## config.mk

```make
export PLATFORM = sky130hd
export DESIGN_NAME = min_scan_ctrl
export DESIGN_NICKNAME = d
export VERILOG_FILES = /design/src/rtl/min_scan_ctrl.sv
export SDC_FILE = /design/constraint.sdc
export NUM_CORES = 1
export LEC_CHECK = 0
export BUFFER_PORTS_ARGS = -buffer_cell sky130_fd_sc_hd__buf_2
export CELL_PAD_IN_SITES_DETAIL_PLACEMENT = 1
export CELL_PAD_IN_SITES_GLOBAL_PLACEMENT = 2
export CORE_MARGIN = 3
export CORE_UTILIZATION = 33
export DETAILED_ROUTE_END_ITERATION = 12
export HOLD_SLACK_MARGIN = 0.08
export PLACE_DENSITY = 0.89
export SLEW_MARGIN = 20
export SYNTH_ARGS = -nofsm -noshare
export SYNTH_HDL_FRONTEND = slang
export SYNTH_SLANG_ARGS = --single-unit
```

## constraint.sdc

```tcl
create_clock -name clk -period 4.2 [get_ports clk]
set_input_delay 1.26 -clock clk [delete_from_list [all_inputs] [get_ports clk]]
set_output_delay 1.26 -clock clk [all_outputs]
set_load 0.02 [all_outputs]
```

## src/rtl/min_scan_ctrl.sv

```systemverilog
// Minimum-metric scan controller: reads 64 path metrics as 8 groups of 8 and
// tracks the smallest one (lowest state number on ties) for renormalisation.
module min_scan_ctrl #(
    parameter int M = 6
) (
    input  logic             clk,
    input  logic             rst_n,
    input  logic             start,
    input  logic             abort,
    output logic             rd_en,
    output logic [2:0]       grp_addr,
    input  logic [8*(M+1)-1:0] grp_data,
    input  logic [2:0]       sel_idx,
    output logic             busy,
    output logic             done,
    output logic [5:0]       best_state,
    output logic [M:0]       best_metric
);
    localparam int W = M + 1;

    typedef enum logic [1:0] {IDLE, READ, DRAIN, DONE} state_t;

    state_t     state_q, state_d;
    logic [2:0] cnt_q;
    logic       dv_q;
    logic [2:0] dg_q;
    logic [M:0] min_q;
    logic [5:0] min_st_q;

    logic [M:0] cand_metric;
    logic [5:0] cand_state;
    logic       take;
    logic [M:0] nxt_min;
    logic [5:0] nxt_st;

    // Group 0 seeds the running minimum; later groups need a strict win.
    always_comb begin
        cand_metric = grp_data[sel_idx*W +: W];
        cand_state  = {dg_q, sel_idx};
        take        = dv_q && ((dg_q == 3'd0) || (cand_metric < min_q));
        nxt_min     = take ? cand_metric : min_q;
        nxt_st      = take ? cand_state  : min_st_q;
    end

    always_comb begin
        state_d = state_q;
        case (state_q)
            IDLE, DONE: state_d = (start && !abort) ? READ : IDLE;
            READ:       state_d = abort ? IDLE : ((cnt_q == 3'd7) ? DRAIN : READ);
            DRAIN:      state_d = abort ? IDLE : DONE;
            default:    state_d = IDLE;
        endcase
    end

    assign rd_en    = (state_q == READ);
    assign grp_addr = rd_en ? cnt_q : 3'd0;
    assign busy     = (state_q == READ) || (state_q == DRAIN);
    assign done     = (state_q == DONE);

    always_ff @(posedge clk or negedge rst_n) begin
        if (!rst_n) begin
            state_q     <= IDLE;
            cnt_q       <= 3'd0;
            dv_q        <= 1'b0;
            dg_q        <= 3'd0;
            min_q       <= '0;
            min_st_q    <= 6'd0;
            best_state  <= 6'd0;
            best_metric <= '0;
        end else begin
            state_q <= state_d;
            cnt_q   <= (rd_en && !abort) ? cnt_q + 3'd1 : 3'd0;
            dv_q    <= rd_en && !abort;
            dg_q    <= cnt_q;
            if (dv_q) begin
                min_q    <= nxt_min;
                min_st_q <= nxt_st;
            end
            // DRAIN carries the last group's data, so fold it in directly.
            if (state_q == DRAIN && !abort) begin
                best_state  <= nxt_st;
                best_metric <= nxt_min;
            end
        end
    end
endmodule

```

==> results.cfg <==
[pwr]
ir_drop_mv = 0.135
p_leak_nw = 1.46
combPwrFrac_pct = 28.5
p_sw_mw = 0.300
intPower_mw = 0.690
p_clk_share_pct = 31.9
powerDensity_nw_per_um2 = 346
power_frac_seq_pct = 39.6
swShare_pct = 30.3

[cells_and_area]
antenna_cells = 0
layout-drive-gt1-share_pct = 44.2
final_common_cell = buf_2
layout_common_cells = buf_2, dfrtp_1, inv_1
fin_nets = 358
syn_to_final_growth_pct = 27.6
final_cells = 362
final_cell_area_um2 = 2860

[run]
max_cap_viol_count = 0

[floorplanning]
core_region_area_um2 = 6460
die_x_um = 88.4
die_h_um = 88.4
num_io_pins = 82
dieArea_um2 = 7820
start_util_pct = 34.7
fp-row-count = 29

[sta]
setup_tns_ns = 0
layout_setup_ws_ns = 0.291
min_period_ns = 3.91
hold_viol = 0
grt_setup_unrepaired = false
holdWs_ns = 0.400
finalSetupViolations = 0
period_share_pct = 93.1
final-max-slew-violation-count = 0
slew_headroom_pct = 46.5
clock.fmax_mhz = 256
fin_skew_ns = 0.0101
timing_worst_slew_pin_value_ns = 0.802

[clocking]
cts_tree = yes
ctsHoldBuffers = 0
post-cts-setup-buffers = 0
clkTransAtPathRegs_ns = 0.08
cts_buffer_depth = 2
cts_sinks = 35
htree_num_levels = 2
root_buffer = clkbuf_8
ctsResizeCount = 0
worstSkewPairLatency_ns = 0.29
cts_buffers = 5

[critical_path]
r2r_slack_ns = 1.90
worstPathMaxFanout = 17
cp.required_ns = 4.41
reg2reg_from = min_q[6]$_DFFE_PN0P_
path_class = input port to flip-flop
arrival_ns = 4.12
ff2ff_path_depth = 8
cp-end-kind = flip-flop
start_kind = input port
r2r-end = min_q[3]$_DFFE_PN0P_

[routing]
drt_iter0_markers = 38
wl_per_cell_um = 16.8
dr.pass1.iters = 4
vias = 1933
ant_nets = 0
viasPerCell = 5.34
wirelength_um = 6090
drc = 0

[synthesis]
yosys.area_share.xor_xnor_pct = 0
synth.area.mux_share_pct = 23.8
synth-simple-area-share_pct = 11.7
seq_area_frac_synth_pct = 39.1
yosysWarningCount = 0
synth_fa_ha_area_share_pct = 6.14
synth_top_family_by_area = multiplexers
netlist_area_um2 = 2240
synth.distinct_cells = 34
synth-compound-area-share_pct = 13.5
synth_fp_nets = 276
netlist_instances = 202
avgSynthCellArea_um2 = 11.1
ys_ff_latch = 35

[placement]
dp_cells = 354
post-dp-hpwl_um = 4800
port_buffers = 81
globalplace.congestion = 0.793
placed_area_um2 = 2740
place_ws_ns = -0.00713

[hold_path]
hold_path_depth = 0
holdCritPathClass = flip-flop to flip-flop
min_to = dg_q[1]$_DFF_PN0_
min_from = cnt_q[1]$_DFF_PN0_

[grt]
grt_pass1_vias = 2105
antenna_found_initial = 0
grt_pass1_wl_um = 10300
grt_use_total_pct = 16.9
grt_max_degree = 36
grt-ovfl-total = 0

[outcome]
run_status = completed
==> cell families (layout without fill, tap and decap cells) <==
logic type | after synthesis | in the layout
adders and majority gates | 11 | 11
AOI/OAI and AO/OA | 43 | 43
muxes | 33 | 33
buffers and inverters | 30 | 113
DFF | 35 | 35
and+or+nand+nor | 50 | 50
==> synthesized netlist by cell type <==
master	n	area (um^2)
o22a_1	1	8.76
o22ai_4	1	20.0
a21oi_1	12	60.1
nand4_1	5	31.3
buf_6	2	22.5
mux4_2	14	315
ha_1	11	138
dfrtp_1	35	876
mux2_4	3	45.0
o2111ai_1	1	8.76
a31o_2	1	8.76
clkbuf_1	8	30.0
nor3_1	3	15.0
a221oi_1	6	52.6
and2_1	5	31.3
o21ai_0	10	50.1
o31a_1	1	8.76
mux2_2	10	113
nand3_1	2	10.0
o21ai_4	1	16.3
o211ai_1	1	7.51
or3_1	8	50.1
buf_2	2	10.0
nor2b_1	5	31.3
buf_1	1	3.75
inv_1	17	63.8
nand2b_1	1	6.26
o31ai_1	1	7.51
nor2_1	12	45.0
o2bb2ai_1	1	8.76
mux2i_1	6	60.1
a211oi_1	6	45.0
nor3b_1	2	15.0
nand2_1	7	26.3
==> worst max path at each step <==
stage	startpoint	endpoint	slack, ns	depth (start not counted)
final	sel_idx[0]	min_q[3]$_DFFE_PN0P_	0.29	11
after global placement	sel_idx[0]	min_st_q[2]$_DFFE_PN0P_	0.13	10
after detailed placement	sel_idx[0]	min_q[4]$_DFFE_PN0P_	-0.007	11
after floorplan	sel_idx[1]	min_q[0]$_DFFE_PN0P_	0.05	11
after global routing	sel_idx[0]	best_metric[1]$_DFFE_PN0P_	0.08	12
after CTS	sel_idx[0]	min_q[3]$_DFFE_PN0P_	0.28	11
==> cell type report <==
cell class,instances,area [um^2]
sequential,35,876
clock inverter,2,35.0
tap,77,96.3
multi-input combinational,137,1230
timing repair buffer,88,470
inverter,17,63.8
fill,766,3600
clock buffer,6,82.6
==> registers in the layout, indices dropped and copies added (netlist names) <==
| name | count |
|---|---|
| best_metric | 7 |
| min_q | 7 |
| best_state | 6 |
| min_st_q | 6 |
| cnt_q | 3 |
| dg_q | 3 |
| state_q | 2 |
| dv_q | 1 |
==> critical path: stages <==
cell and delay, ns:
buf_2 0.10, buf_12 0.17, mux4_2 0.51, mux2_2 0.30
ha_1 0.33, nand2_1 0.08, o21ai_0 0.46, o22ai_4 0.14
o21ai_4 0.32, buf_4 0.24, mux2i_1 0.21
==> routing by layer <==
layer / global-route usage [%] / part of all wire (%) / up-vias
li1: - / - / 912
met1: 23.1 / 46 / 943
met2: 27.1 / 46 / 72
met3: 3.72 / 6.7 / 6
met4: 4.95 / 1.4 / 0
met5: 0 / 0 / -
==> per-stage QoR <==
stage	util [%]	power [mW]
after global routing	44.3	1.05
after detailed placement	42.4	0.680
final	44.3	0.990
after global placement	42.4	0.669
after CTS	44.3	0.999
after floorplan	-	0.578
==> power groups by stage <==
| stage | Sequential (mW) | Clock, mW | Combinational (mW) |
|---|---|---|---|
| global route | 0.396 | 0.335 | 0.317 |
| detailed placement | 0.397 | 0 | 0.282 |
| global placement | 0.397 | 0 | 0.272 |
| CTS | 0.392 | 0.324 | 0.284 |
| floorplan | 0.389 | 0 | 0.189 |
| finish | 0.392 | 0.316 | 0.282 |
Note: power is estimated with default switching activity, not from simulation.
